## config.mk

```make
export PLATFORM = sky130hd
export DESIGN_NAME = i2c_fnv_target_flat
export DESIGN_NICKNAME = d
export VERILOG_FILES = /design/src/rtl/i2c_fnv_target_if.sv /design/src/rtl/i2c_fnv_target.sv /design/src/flat_wrapper.sv
export SDC_FILE = /design/constraint.sdc
export NUM_CORES = 1
export LEC_CHECK = 0
export CAP_MARGIN = 20
export CORE_ASPECT_RATIO = 2
export CORE_UTILIZATION = 56
export CTS_CLUSTER_SIZE = 14
export DETAILED_ROUTE_END_ITERATION = 8
export PLACE_DENSITY = 0.79
export SLEW_MARGIN = 20
export SYNTH_ARGS = -nofsm -noshare
export SYNTH_HDL_FRONTEND = slang
export SYNTH_SLANG_ARGS = --single-unit
export TNS_END_PERCENT = 100
```

## constraint.sdc

```tcl
create_clock -name clk -period 5 [get_ports clk]
set_input_delay 1 -clock clk [delete_from_list [all_inputs] [get_ports clk]]
set_output_delay 1 -clock clk [all_outputs]
set_load 0.05 [all_outputs]
```

## src/rtl/i2c_fnv_target_if.sv

```systemverilog
// I2C pad-side bundle for the FNV-1a hashing target.
//   sck           : SCL as seen at the pad (asynchronous to clk)
//   read_channel  : SDA as sampled from the pad (asynchronous to clk)
//   write_channel : SDA drive value, always 0 (open-drain output)
//   direction     : 1 = pull SDA low, 0 = release SDA
// The master modport is the bus/pad side; the slave modport is the target.
interface i2c_fnv_target_if;
  logic sck;
  logic read_channel;
  logic write_channel;
  logic direction;

  modport master (
    output sck,
    output read_channel,
    input  write_channel,
    input  direction
  );

  modport slave (
    input  sck,
    input  read_channel,
    output write_channel,
    output direction
  );
endinterface

```

## src/rtl/i2c_fnv_target.sv

```systemverilog
// I2C write/read target that folds every received data byte into an FNV-1a
// hash and lets the master read the hash back, MSB byte first.
//   clk        : single clock, all state updates on its rising edge
//   reset      : synchronous, active-high
//   bus        : I2C pad signals (slave modport of i2c_fnv_target_if)
//   hash_out   : current FNV-1a state
//   byte_count : bytes hashed since last clear, saturating at 16'hFFFF
//   busy       : transaction in progress (0 in IDLE and IGNORE)
// A write transaction with an ACKed address but no data bytes clears the
// hash back to the FNV offset basis and zeroes byte_count.
module i2c_fnv_target #(
  parameter int         HASH_WIDTH  = 32,
  parameter logic [6:0] TARGET_ADDR = 7'h2A,
  parameter int         SYNC_STAGES = 2
) (
  input  logic                  clk,
  input  logic                  reset,
  i2c_fnv_target_if.slave       bus,
  output logic [HASH_WIDTH-1:0] hash_out,
  output logic [15:0]           byte_count,
  output logic                  busy
);

  if (!(HASH_WIDTH == 32 || HASH_WIDTH == 64)) begin : g_bad_width
    $error("i2c_fnv_target: HASH_WIDTH must be 32 or 64");
  end
  if (SYNC_STAGES < 2) begin : g_bad_sync
    $error("i2c_fnv_target: SYNC_STAGES must be at least 2");
  end

  localparam logic [HASH_WIDTH-1:0] PRIME = HASH_WIDTH'((HASH_WIDTH == 64) ?
      64'h00000100000001B3 : 64'h0000000001000193);
  localparam logic [HASH_WIDTH-1:0] OFFSET = HASH_WIDTH'((HASH_WIDTH == 64) ?
      64'hCBF29CE484222325 : 64'h00000000811C9DC5);
  localparam logic [2:0] LAST_IDX   = 3'(HASH_WIDTH / 8 - 1);
  // Synchroniser plus the previous-value flop must hold real bus samples
  // before edges are trusted.
  localparam logic [7:0] SETTLE_CYC = 8'(SYNC_STAGES + 1);

  typedef enum logic [2:0] {
    IDLE, ADDR, ADDR_ACK, WR_DATA, WR_ACK, RD_DATA, RD_ACK, IGNORE
  } state_e;

  function automatic logic [HASH_WIDTH-1:0] fnv_step(
    input logic [HASH_WIDTH-1:0] h, input logic [7:0] b);
    logic [HASH_WIDTH-1:0] x;
    x = h ^ {{(HASH_WIDTH-8){1'b0}}, b};
    return x * PRIME;
  endfunction

  function automatic logic [15:0] sat_inc(input logic [15:0] c);
    return (c == 16'hFFFF) ? c : c + 16'd1;
  endfunction

  // Byte idx of the hash, counting from the most significant byte.
  function automatic logic [7:0] byte_sel(
    input logic [HASH_WIDTH-1:0] h, input logic [2:0] idx);
    logic [HASH_WIDTH-1:0] s;
    s = h << {idx, 3'b000};
    return s[HASH_WIDTH-1 -: 8];
  endfunction

  state_e                  state_q, state_d;
  logic [SYNC_STAGES-1:0]  scl_sync_q, scl_sync_d;
  logic [SYNC_STAGES-1:0]  sda_sync_q, sda_sync_d;
  logic                    scl_prev_q, scl_prev_d;
  logic                    sda_prev_q, sda_prev_d;
  logic [7:0]              settle_q, settle_d;
  logic [3:0]              bit_cnt_q, bit_cnt_d;
  logic [7:0]              shift_q, shift_d;
  logic [2:0]              rd_idx_q, rd_idx_d;
  logic                    ack_q, ack_d;
  logic                    dir_q, dir_d;
  logic [HASH_WIDTH-1:0]   hash_q, hash_d;
  logic [15:0]             cnt_q, cnt_d;
  logic                    wr_empty_q, wr_empty_d;

  logic       scl_s, sda_s, settled;
  logic       scl_rise, scl_fall, start_det, stop_det;
  logic [7:0] rx_byte, cur_byte;
  logic [2:0] tx_idx;

  assign scl_s     = scl_sync_q[SYNC_STAGES-1];
  assign sda_s     = sda_sync_q[SYNC_STAGES-1];
  assign settled   = (settle_q == SETTLE_CYC);
  assign scl_rise  = settled &  scl_s & ~scl_prev_q;
  assign scl_fall  = settled & ~scl_s &  scl_prev_q;
  assign start_det = settled & scl_s & scl_prev_q &  sda_prev_q & ~sda_s;
  assign stop_det  = settled & scl_s & scl_prev_q & ~sda_prev_q &  sda_s;
  assign rx_byte   = {shift_q[6:0], sda_s};
  assign cur_byte  = byte_sel(hash_q, rd_idx_q);
  assign tx_idx    = 3'd7 - bit_cnt_q[2:0];

  always_comb begin
    scl_sync_d = {scl_sync_q[SYNC_STAGES-2:0], bus.sck};
    sda_sync_d = {sda_sync_q[SYNC_STAGES-2:0], bus.read_channel};
    scl_prev_d = scl_s;
    sda_prev_d = sda_s;
    settle_d   = settled ? settle_q : settle_q + 8'd1;
    state_d    = state_q;
    bit_cnt_d  = bit_cnt_q;
    shift_d    = shift_q;
    rd_idx_d   = rd_idx_q;
    ack_d      = ack_q;
    dir_d      = dir_q;
    hash_d     = hash_q;
    cnt_d      = cnt_q;
    wr_empty_d = wr_empty_q;

    if (start_det || stop_det) begin
      state_d    = start_det ? ADDR : IDLE;
      bit_cnt_d  = 4'd0;
      rd_idx_d   = 3'd0;
      dir_d      = 1'b0;
      wr_empty_d = 1'b0;
      if (wr_empty_q) begin
        hash_d = OFFSET;
        cnt_d  = 16'd0;
      end
    end else begin
      case (state_q)
        ADDR: begin
          if (scl_rise && bit_cnt_q != 4'd8) begin
            shift_d   = rx_byte;
            bit_cnt_d = bit_cnt_q + 4'd1;
          end
          if (scl_fall && bit_cnt_q == 4'd8) begin
            if (shift_q[7:1] == TARGET_ADDR) begin
              state_d    = ADDR_ACK;
              dir_d      = 1'b1;
              wr_empty_d = ~shift_q[0];
            end else begin
              state_d = IGNORE;
              dir_d   = 1'b0;
            end
          end
        end
        ADDR_ACK: begin
          // End of the ACK clock: a read puts its first bit on the bus now.
          if (scl_fall) begin
            bit_cnt_d = 4'd0;
            if (shift_q[0]) begin
              state_d = RD_DATA;
              dir_d   = ~cur_byte[7];
            end else begin
              state_d = WR_DATA;
              dir_d   = 1'b0;
            end
          end
        end
        WR_DATA: begin
          if (scl_rise && bit_cnt_q != 4'd8) begin
            shift_d   = rx_byte;
            bit_cnt_d = bit_cnt_q + 4'd1;
            if (bit_cnt_q == 4'd7) begin
              hash_d     = fnv_step(hash_q, rx_byte);
              cnt_d      = sat_inc(cnt_q);
              wr_empty_d = 1'b0;
            end
          end
          if (scl_fall && bit_cnt_q == 4'd8) begin
            state_d = WR_ACK;
            dir_d   = 1'b1;
          end
        end
        WR_ACK: begin
          if (scl_fall) begin
            state_d   = WR_DATA;
            dir_d     = 1'b0;
            bit_cnt_d = 4'd0;
          end
        end
        RD_DATA: begin
          if (scl_rise && bit_cnt_q != 4'd8) bit_cnt_d = bit_cnt_q + 4'd1;
          if (scl_fall) begin
            if (bit_cnt_q == 4'd8) begin
              state_d  = RD_ACK;
              dir_d    = 1'b0;
              rd_idx_d = (rd_idx_q == LAST_IDX) ? 3'd0 : rd_idx_q + 3'd1;
            end else begin
              dir_d = ~cur_byte[tx_idx];
            end
          end
        end
        RD_ACK: begin
          if (scl_rise) ack_d = sda_s;
          if (scl_fall) begin
            if (!ack_q) begin
              state_d   = RD_DATA;
              bit_cnt_d = 4'd0;
              dir_d     = ~cur_byte[7];
            end else begin
              state_d = IGNORE;
              dir_d   = 1'b0;
            end
          end
        end
        default: ;
      endcase
    end
  end

  always_ff @(posedge clk) begin
    if (reset) begin
      state_q    <= IDLE;
      scl_sync_q <= '1;
      sda_sync_q <= '1;
      scl_prev_q <= 1'b1;
      sda_prev_q <= 1'b1;
      settle_q   <= 8'd0;
      bit_cnt_q  <= 4'd0;
      rd_idx_q   <= 3'd0;
      ack_q      <= 1'b1;
      dir_q      <= 1'b0;
      hash_q     <= OFFSET;
      cnt_q      <= 16'd0;
      wr_empty_q <= 1'b0;
    end else begin
      state_q    <= state_d;
      scl_sync_q <= scl_sync_d;
      sda_sync_q <= sda_sync_d;
      scl_prev_q <= scl_prev_d;
      sda_prev_q <= sda_prev_d;
      settle_q   <= settle_d;
      bit_cnt_q  <= bit_cnt_d;
      rd_idx_q   <= rd_idx_d;
      ack_q      <= ack_d;
      dir_q      <= dir_d;
      hash_q     <= hash_d;
      cnt_q      <= cnt_d;
      wr_empty_q <= wr_empty_d;
    end
  end

  // Shift register carries data only; its contents are qualified by bit_cnt.
  always_ff @(posedge clk) begin
    shift_q <= shift_d;
  end

  assign bus.write_channel = 1'b0;
  assign bus.direction     = dir_q;
  assign hash_out          = hash_q;
  assign byte_count        = cnt_q;
  assign busy              = (state_q != IDLE) && (state_q != IGNORE);

endmodule

```

## src/flat_wrapper.sv

```systemverilog
// flat-port wrapper written by rule: the top's interface ports become plain ports
module i2c_fnv_target_flat 
#(
  parameter int         HASH_WIDTH  = 32,
  parameter logic [6:0] TARGET_ADDR = 7'h2A,
  parameter int         SYNC_STAGES = 2
)
  (clk, reset, hash_out, byte_count, busy, bus_sck, bus_read_channel, bus_write_channel, bus_direction);
  i2c_fnv_target_if bus_i ();
  input  logic clk;
  input  logic reset;
  output logic [HASH_WIDTH-1:0] hash_out;
  output logic [15:0] byte_count;
  output logic busy;
  input wire logic [$bits(bus_i.sck)-1:0] bus_sck;
  input wire logic [$bits(bus_i.read_channel)-1:0] bus_read_channel;
  output wire logic [$bits(bus_i.write_channel)-1:0] bus_write_channel;
  output wire logic [$bits(bus_i.direction)-1:0] bus_direction;
  assign bus_i.sck = bus_sck;
  assign bus_i.read_channel = bus_read_channel;
  assign bus_write_channel = bus_i.write_channel;
  assign bus_direction = bus_i.direction;
  i2c_fnv_target #(.HASH_WIDTH(HASH_WIDTH), .TARGET_ADDR(TARGET_ADDR), .SYNC_STAGES(SYNC_STAGES)) u_core (.clk(clk), .reset(reset), .bus(bus_i), .hash_out(hash_out), .byte_count(byte_count), .busy(busy));
endmodule
```

==> results of run 1 <==
[Yosys cell counts (4+ instances only)]
| cell type | instances |
|---|---|
| sky130_fd_sc_hd__a211oi_1 | 5 |
| sky130_fd_sc_hd__a21o_1 | 7 |
| sky130_fd_sc_hd__a21oi_1 | 54 |
| sky130_fd_sc_hd__a31oi_1 | 7 |
| sky130_fd_sc_hd__and2_1 | 7 |
| sky130_fd_sc_hd__and3_1 | 10 |
| sky130_fd_sc_hd__buf_2 | 7 |
| sky130_fd_sc_hd__clkbuf_1 | 13 |
| sky130_fd_sc_hd__dfxtp_1 | 75 |
| sky130_fd_sc_hd__edfxtp_1 | 8 |
| sky130_fd_sc_hd__fa_1 | 74 |
| sky130_fd_sc_hd__ha_1 | 190 |
| sky130_fd_sc_hd__inv_1 | 196 |
| sky130_fd_sc_hd__mux2i_1 | 10 |
| sky130_fd_sc_hd__mux4_2 | 10 |
| sky130_fd_sc_hd__nand2_1 | 48 |
| sky130_fd_sc_hd__nand2b_1 | 8 |
| sky130_fd_sc_hd__nand3_1 | 30 |
| sky130_fd_sc_hd__nand3b_1 | 5 |
| sky130_fd_sc_hd__nand4_1 | 6 |
| sky130_fd_sc_hd__nor2_1 | 62 |
| sky130_fd_sc_hd__nor3_1 | 24 |
| sky130_fd_sc_hd__nor3_2 | 4 |
| sky130_fd_sc_hd__o211ai_1 | 4 |
| sky130_fd_sc_hd__o21ai_0 | 26 |
| sky130_fd_sc_hd__o21bai_1 | 6 |
| sky130_fd_sc_hd__or2_2 | 9 |
| sky130_fd_sc_hd__or3_1 | 11 |
| sky130_fd_sc_hd__xnor2_1 | 30 |
| sky130_fd_sc_hd__xor2_1 | 36 |
[final cells by class]
class | instances | area share (%)
multi-input cells | 749 | 62.07
flip-flops and latches | 83 | 14.16
repair buffers | 204 | 13.54
inverters | 196 | 5.803
well taps | 207 | 2.043
clock buffers | 10 | 1.974
clock inverters | 6 | 0.4046
[registers in the layout, summed over array words and instances (netlist names), 2 cells and up]
name / count
u_core.byte_count: 16
u_core.settle_q: 8
u_core.sda_sync_q: 2
u_core.bit_cnt_q: 4
u_core.hash_out: 32
u_core.rd_idx_q: 3
u_core.scl_sync_q: 2
u_core.state_q: 3
u_core.shift_q: 8
[metrics by stage]
step / utilization [%] / total power, W / hold WS (ps)
after floorplan: - / 0.0007793 / 389.5
after global placement: 68.30 / 0.0008158 / 394.5
after detailed placement: 68.30 / 0.0008195 / 394.5
after CTS: 73.56 / 0.001509 / 411.3
after global routing: 75.62 / 0.001574 / 419.7
final: 75.62 / 0.001536 / 410.2
[cell families after synthesis]
kind of cell	count (synthesis)	share of synthesized area, %
muxes	20	3.377
buffers and inverters	219	8.741
xor gates and xnor gates	66	6.001
other	1	0.03893
AOI/OAI and AO/OA	153	10.52
DFF	83	18.08
and+or+nand+nor	245	13.18
adders and majority gates	264	40.06
[cell usage in the layout, fill, tap and decap left out, types with 9 or more instances in the layout]
| master | Yosys | final |
|---|---|---|
| sky130_fd_sc_hd__a21oi_1 | 54 | 41 |
| sky130_fd_sc_hd__a21oi_2 | 1 | 12 |
| sky130_fd_sc_hd__buf_4 | 1 | 139 |
| sky130_fd_sc_hd__buf_6 | 1 | 10 |
| sky130_fd_sc_hd__clkbuf_16 | 0 | 10 |
| sky130_fd_sc_hd__clkdlybuf4s50_1 | 0 | 52 |
| sky130_fd_sc_hd__dfxtp_1 | 75 | 54 |
| sky130_fd_sc_hd__dfxtp_2 | 0 | 10 |
| sky130_fd_sc_hd__dfxtp_4 | 0 | 11 |
| sky130_fd_sc_hd__fa_1 | 74 | 70 |
| sky130_fd_sc_hd__ha_1 | 190 | 156 |
| sky130_fd_sc_hd__ha_2 | 0 | 9 |
| sky130_fd_sc_hd__ha_4 | 0 | 25 |
| sky130_fd_sc_hd__inv_1 | 196 | 188 |
| sky130_fd_sc_hd__mux2i_1 | 10 | 10 |
| sky130_fd_sc_hd__mux4_2 | 10 | 10 |
| sky130_fd_sc_hd__nand2_1 | 48 | 45 |
| sky130_fd_sc_hd__nand3_1 | 30 | 28 |
| sky130_fd_sc_hd__nor2_1 | 62 | 62 |
| sky130_fd_sc_hd__nor3_1 | 24 | 22 |
| sky130_fd_sc_hd__o21ai_0 | 26 | 19 |
| sky130_fd_sc_hd__or2_2 | 9 | 9 |
| sky130_fd_sc_hd__or3_1 | 11 | 10 |
| sky130_fd_sc_hd__xnor2_1 | 30 | 28 |
| sky130_fd_sc_hd__xor2_1 | 36 | 25 |
[what timing repair did]
action / 4_1_cts / 5_1_grt
resized for setup: 71 / 53
endpoints found under the setup margin: 20 / 19
hold endpoints to repair: 0 / 0
pin swaps: 71 / 55
buffers inserted: 24 / 15
cloned: 0 / 0
[path summary, 6_finish.rpt]
path | endpoint | slack [ps] | cells after the start
worst max register to register | u_core.hash_out[28] | -500 | 20
worst min-delay path | u_core.scl_sync_q[1] | 410 | 1
worst min register to register | u_core.scl_sync_q[1] | 410 | 1
worst max-delay path | u_core.hash_out[28] | -500 | 20
[power groups by stage]
stage                logic, W  clock network (W)  registers (W)
detailed placement   0.000124                  0       0.000696
floorplan           0.0000861                  0       0.000693
finish               0.000159           0.000697       0.000681
CTS                  0.000141           0.000688       0.000680
global placement     0.000121                  0       0.000695
global route         0.000171           0.000721       0.000682
[layer usage]
layer	track usage [%]	vias to the layer above	part of all wire (%)
met3	5.488	283	7.0
met4	29.95	0	12
met5	0	-	0
li1	-	3917	-
met1	32.53	4260	31
met2	66.30	518	51
[critical path, stage by stage (launching register included)]
cell and delay, ps:
sky130_fd_sc_hd__edfxtp_1 470, sky130_fd_sc_hd__xor2_4 410, sky130_fd_sc_hd__ha_4 280, sky130_fd_sc_hd__ha_4 270
sky130_fd_sc_hd__fa_2 460, sky130_fd_sc_hd__ha_4 180, sky130_fd_sc_hd__fa_1 480, sky130_fd_sc_hd__ha_1 330
sky130_fd_sc_hd__inv_2 40, sky130_fd_sc_hd__fa_1 520, sky130_fd_sc_hd__inv_2 60, sky130_fd_sc_hd__ha_4 280
sky130_fd_sc_hd__nand2_1 60, sky130_fd_sc_hd__o211ai_1 170, sky130_fd_sc_hd__o211ai_1 150, sky130_fd_sc_hd__buf_4 190
sky130_fd_sc_hd__o22ai_4 140, sky130_fd_sc_hd__a211oi_4 70, sky130_fd_sc_hd__or3_4 390, sky130_fd_sc_hd__a2111oi_4 290
sky130_fd_sc_hd__o21ba_2 180
==> results list, run 1 <==
* Post-synth net total: between 1000 and 1500
* Violation count after the first detailed-route iteration: 670
- The number of failing hold endpoints at the final stage came to 0.
- Clock tree root buffer cell: sky130_fd_sc_hd__clkbuf_16
* Switching Share: 27.35%
* Unrepaired setup endpoints after global routing: yes
* Placed Instances: 1403
- At the worst endpoint, the arrival time is 5800 ps.
- Row Count: 67
- Per report_power, the sequential group accounts for roughly 44% of the total.
* CTS buffer count: 9
- After detailed routing, the total wire length is 32.95 mm.
* Synth Register Bits: 83
- The detail route stage leaves a number of antenna-violating nets equal to 0.
- Sum of negative setup slack: -6153 ps
- # port buffers: 53
- Switch Pwr: 0.0004202 W
* Final weighted congestion in routability-driven placement: around 1
- Counting along the longest clock path gives a buffer depth of 2.
- The via count of the first global-routing pass is 9443.
- Counting flops with an async set or reset pin after synthesis yields a share of 0%.
- Worst reg2reg path startpoint: u_core.shift_q[5]
* Total global-route track usage: ~36%
- The area growth from synthesis to layout is 31.61%.
- At the later pin of the worst-skew pair, clock insertion delay measures between 300 and 400 ps.
- The initial antenna violation count came to 0.
* Number of non-filler instances in the completed layout: between 1000 and 1500
- Worst path required time: 5300 ps
- Combinational logic is responsible for 10.3% of the overall power.
* Worst setup path class: register to register
- Routed length per placed instance: 22.65 µm
* Power per unit of standard cell area: 121.2 nW/µm²
* Post-place setup slack: -452.6 ps
* Post-detailed-placement cell area: 11450 µm²
* Total standard cell area after synthesis: 9633 µm²
- The clock network is responsible for 45.4% of the overall power.
- Fraction of final layout cells with drive strength greater than 1: 26.68%
- Gate Count Post-Synth: 1051
- The wire-length estimate of the detail-placed layout is ~23 mm.
- STA classifies the critical path endpoint as a register.
* Final critical-path setup slack: -497.4 ps
- Clock tree from TritonCTS: built
- Number of max-slew violations in the final report: 0
* Final-stage net count: approximately 1500
- For the pin with the worst max-slew slack, the measured transition is slightly above 800 ps.
- Overall overflow remaining after global route: 0
* Library cell occupying the most area in the post-synthesis netlist: sky130_fd_sc_hd__ha_1
- Final setup violating endpoints: 20
- Number of top-level design ports: 55
* Maximum fanout along the worst path: 3
- Across the whole layout, storage elements account for 1795 µm².
* Launch instance of the worst min-delay path: u_core.scl_sync_q[0]
* Maximum number of pins on one net before global-route repair: 29
- Die outline width: ~95 µm
- Cell types occupying the most area after synthesis: sky130_fd_sc_hd__ha_1 25%, sky130_fd_sc_hd__dfxtp_1 16%, sky130_fd_sc_hd__fa_1 15%, sky130_fd_sc_hd__inv_1 7.6%, sky130_fd_sc_hd__xor2_1 3.3%
- On the final layout, the worst clock skew is roughly 6 ps.
- Combined area of the multi-input logic cells: just under 8000 µm²
- The pre-antenna-repair detailed-routing pass consisted of 6 iterations.
- Violations in the final reports: negative setup slack
* Class of the worst hold path: register to register
* Worst Setup Start Kind: register
* Total number of vias: 8978
- Buffers inserted to repair hold after CTS numbered 0.
* Number of fill cells in the layout: 1059
- Global-route wire length before repair: 47.44 mm
- During synthesis, Yosys emitted a total of 0 warnings.
- Timing would allow up to 181.9 MHz.
- The initial utilization of the core area, before any placement, comes to approximately 57%.
* Clock transition time at the flip-flop clock pins of the worst setup and hold paths: 70 ps
- Antenna Cells: 0
* Post-route clock period utilization: 109.9%
* Internal power summed over all cells: 0.001116 W
* Vert. Die Dim: ~190 µm
- The tree built by TritonCTS fans out to 83 sinks.
- The most critical setup path has its startpoint at u_core.shift_q[5].
* Core Box Area: 16770 µm²
- After synthesis, flip-flops and latches occupy 18.08% of the total area.
* DIE AREA: 17760 µm²
* Count of unresolved DRC violations after routing: 0
* Post-synth top area share: 24.68%
- The average instance in the mapped netlist occupies 9.166 µm².
- Using the TritonRoute via totals, the vias-per-cell ratio works out to roughly 6.2.
- Finished layout cell area: 12680 µm²
* Unique cell type count in the Yosys netlist: 78
* Number of H-tree levels: 3
* Slew Limit Headroom: 45.62%
- The worst path in the final design needs a cycle of 5497 ps, including I/O delays and setup.
* Most used flip-flop cell after synthesis: sky130_fd_sc_hd__dfxtp_1
- Leakage Power: 5.849 nW
* Peak supply drop: 208.9 µV
- Count of flip-flops with a built-in enable after synthesis: 8
- Max-cap violations in this run came to 0.
- The run finished, with violations left.
(Power assumes the default switching activity.)
==> inputs of run 2 (changes only) <==
--- a/config.mk
+++ b/config.mk
@@ -10,7 +10,7 @@
 export CORE_UTILIZATION = 56
 export CTS_CLUSTER_SIZE = 14
 export DETAILED_ROUTE_END_ITERATION = 8
-export PLACE_DENSITY = 0.79
+export PLACE_DENSITY = 0.9
 export SLEW_MARGIN = 20
 export SYNTH_ARGS = -nofsm -noshare
 export SYNTH_HDL_FRONTEND = slang
==> results list, run 2 (synthesized netlist as in run 1, its figures left out) <==
* Outcome: complete, but fails checks
* Violations in the final reports: negative setup slack
- Most frequent cells in the layout: 187 x sky130_fd_sc_hd__inv_1, 157 x sky130_fd_sc_hd__ha_1, 132 x sky130_fd_sc_hd__buf_4
- The clock share of power was 43.8% (-1.6 points).
- Slowest Stage Delay on Critical Path: 540 ps (+20 ps)
- The number of nets in the layout is 1499 (-0.79%).
* Final weighted congestion in routability-driven placement: 1.044 (+4.4%)
- Via count of the first global-routing pass: 9917 (+5.0%)
* Global-route wire length before repair: 50.56 mm (+6.6%)
- Effective utilization at floorplan: 57.46% (unchanged)
* Clock tree root buffer cell: sky130_fd_sc_hd__clkbuf_16
- Number of max-slew violations in the final report: 0 (unchanged)
- Maximum number of pins on one net before global-route repair: 54 (+86%)
- Internal power summed over all cells: 0.001077 W (-3.5%)
- Among all stages on the critical path, the largest delay is contributed by sky130_fd_sc_hd__fa_1.
* Core Box Area: 16770 µm² (unchanged)
- TritonCTS built the clock tree.
* Initial antenna violation count: 1 (+1)
* Sum of negative setup slack: -7799 ps (-1647 ps)
- Hpwl dp: 23.68 mm (+1.6%)
* Die outline width: 94.74 µm (unchanged)
- The flip-flop count of the largest register after layout was 32 (unchanged).
- Max Cap Violations: 0 (unchanged)
* Leakage Power: 5.740 nW (-1.9%)
* Post-place setup slack: -509.2 ps (-56.62 ps)
* Final WL: 35.80 mm (+8.6%)
- The clock transition at the registers of the reported paths was 70 ps (about the same).
- Maximum clock path buffer count: 2 (unchanged)
* Combinational cell fraction of total power: 10.2% (about the same)
- Row Count: 67 (unchanged)
- The average wire length per cell after detail routing was 24.79 µm (+9.5%).
* Ratio of routed vias to standard cells: 6.468 (+4.8%)
- Worst Setup Start Kind: register
* CTS buffer count: 9 (unchanged)
* Critical Path AT: 5930 ps (+130 ps)
- Walking the worst path, the cells encountered are xor2_4 -> buf_6 -> ha_4 -> ha_4 -> fa_1 -> ha_2 -> fa_1 -> ha_1 -> inv_1 -> fa_1 -> inv_1 -> ha_4 -> or3_1 -> o211ai_1 -> buf_4 -> o21ai_0 -> xnor2_1 -> a21oi_1 -> or2_2.
* Vert. Die Dim: 187.5 µm (unchanged)
* Class of the worst hold path: register to register
- Violation count after the first detailed-route iteration: 907 (+35%)
- DIE AREA: 17760 µm² (unchanged)
- Total number of vias: 9340 (+4.0%)
* Clock sinks: 83 (unchanged)
- Total global-route track usage: 38.61% (+2.7 points)
* Number of fill cells in the layout: 983 (-7.2%)
* Slew Limit Headroom: 29.08% (-17 points)
- The cell count after placement was 1405 (+0.14%).
* Leading cell type in the layout, fill and taps excluded: sky130_fd_sc_hd__inv_1
- Finished layout cell area: 12470 µm² (-1.7%)
- The total grt overflow was 0 (unchanged).
- Switching Share: 27.44% (+0.090 points)
- The instance area after placement came to 11470 µm² (+0.13%).
- Switch Pwr: 0.0004072 W (-3.1%)
* Measured slew at the worst slew-check pin: 1064 ps (+258.6 ps)
- Sequential share of power: 46.0% (+1.7 points)
* Crit path capture type: register
* Hold bufs inserted after CTS: 0 (unchanged)
* Layout area overhead: 29.42%
- Final setup violating endpoints: 19 (-5.0%)
- The fraction of the cycle the final worst path needs came to 113.9% (+4.0 points).
* Power per unit of standard cell area: 119.0 nW/µm² (-1.8%)
* Number of non-filler instances in the completed layout: 1444 (-0.76%)
- The minimum clock period is 5696 ps (+198.9 ps).
- The count of buffers inserted at the top-level ports was 53 (unchanged).
* Peak supply drop: 245.3 µV (+17%)
- Clock insertion delay at the later pin of the skew report: 360 ps (about the same)
- The maximum level of the CTS H-tree came to 3 (unchanged).
- Final critical-path setup slack: -696.2 ps (-198.9 ps)
* Worst setup path class: register to register
- The worst-path maximum fanout is 3 (unchanged).
- The highest attainable clock frequency was 175.6 MHz (-3.5%).
- Count of unresolved DRC violations after routing: 0 (unchanged)
- The length of the first detailed-routing pass in iterations is 6 (unchanged).
- Clock tree skew after final layout: 13.62 ps (+7.733 ps)
- The fraction of layout instances using a drive strength above 1 was 25.16% (-1.5 points).
- The critical path required time came to 5230 ps (-70 ps).
- Final Hold Violating Endpoints: 0 (unchanged)
- Setup repair after global routing could not meet its margin everywhere.
- The number of routed nets with antenna violations is 0 (unchanged).
* Number of top-level design ports: 55 (unchanged)
run 2: cell types whose count changed in the layout (fill, tap and decap cells not counted), sizes merged:
| cell | previous run | this run |
|---|---|---|
| diode | 0 | 1 |
| clkinv | 2 | 3 |
| inv | 200 | 198 |
| buf | 152 | 140 |
| clkinvlp | 0 | 1 |
run 2: final timing paths:
path	startpoint	end	slack, ps	cells past startpoint
setup / recovery	u_core.shift_q[6]	u_core.hash_out[18]	-700	19
hold / removal	u_core.scl_sync_q[0]	u_core.scl_sync_q[1]	410	1
setup reg to reg	u_core.shift_q[6]	u_core.hash_out[18]	-700	19
hold reg to reg	u_core.scl_sync_q[0]	u_core.scl_sync_q[1]	410	1
run 2: metal layers:
metal,share of wire (%),GRT usage (%),vias up
met2,48,67.29,717
li1,-,-,3885
met5,0,0,-
met1,29,34.63,4383
met4,13,37.30,0
met3,9.1,8.862,355
run 2: layout make-up:
type	instances	area, µm²	share of cell area [%]
Sequential cell	83	1795	14.40
Tap cell	207	259.0	2.077
Clock buffer	10	229.0	1.837
Inverter	196	735.7	5.901
Clock inverter	6	50.05	0.4014
Timing Repair Buffer	192	1604	12.87
Multi-Input combinational cell	749	7791	62.49
Antenna cell	1	2.502	0.02007
run 2: what timing repair did:
item / in CTS / in global routing
cloned: 0 / 0
pin swaps: 39 / 47
endpoints found under the setup margin: 17 / 20
buffers inserted: 13 / 10
gates resized for setup: 43 / 60
run 2: metrics by stage:
step	util (%)	hold WS [ps]	total power (W)
3_5_place_dp	68.39	402.3	0.0008181
2_1_floorplan	-	389.5	0.0007793
6_report	74.36	410.3	0.001484
5_1_grt	74.36	423.5	0.001514
4_1_cts	72.02	413.5	0.001447
3_3_place_gp	68.39	393.7	0.0008135
run 2: worst max-delay path, delay by kind of cell, from the launching register on:
kind | cells | cell delay, ps
buf+inv | 4 | 520
compound gates | 3 | 460
flops | 1 | 480
simple gates | 2 | 610
fa+ha+maj | 8 | 2650
xor+xnor | 2 | 830
run 2: power by group through the flow:
stage          Sequential, W  Combinational (W)  Clock, W
2_1_floorplan       0.000693          0.0000861         0
3_3_place_gp        0.000696           0.000118         0
3_5_place_dp        0.000696           0.000122         0
4_1_cts             0.000681           0.000129  0.000636
5_1_grt             0.000682           0.000162  0.000670
6_report            0.000682           0.000152  0.000650
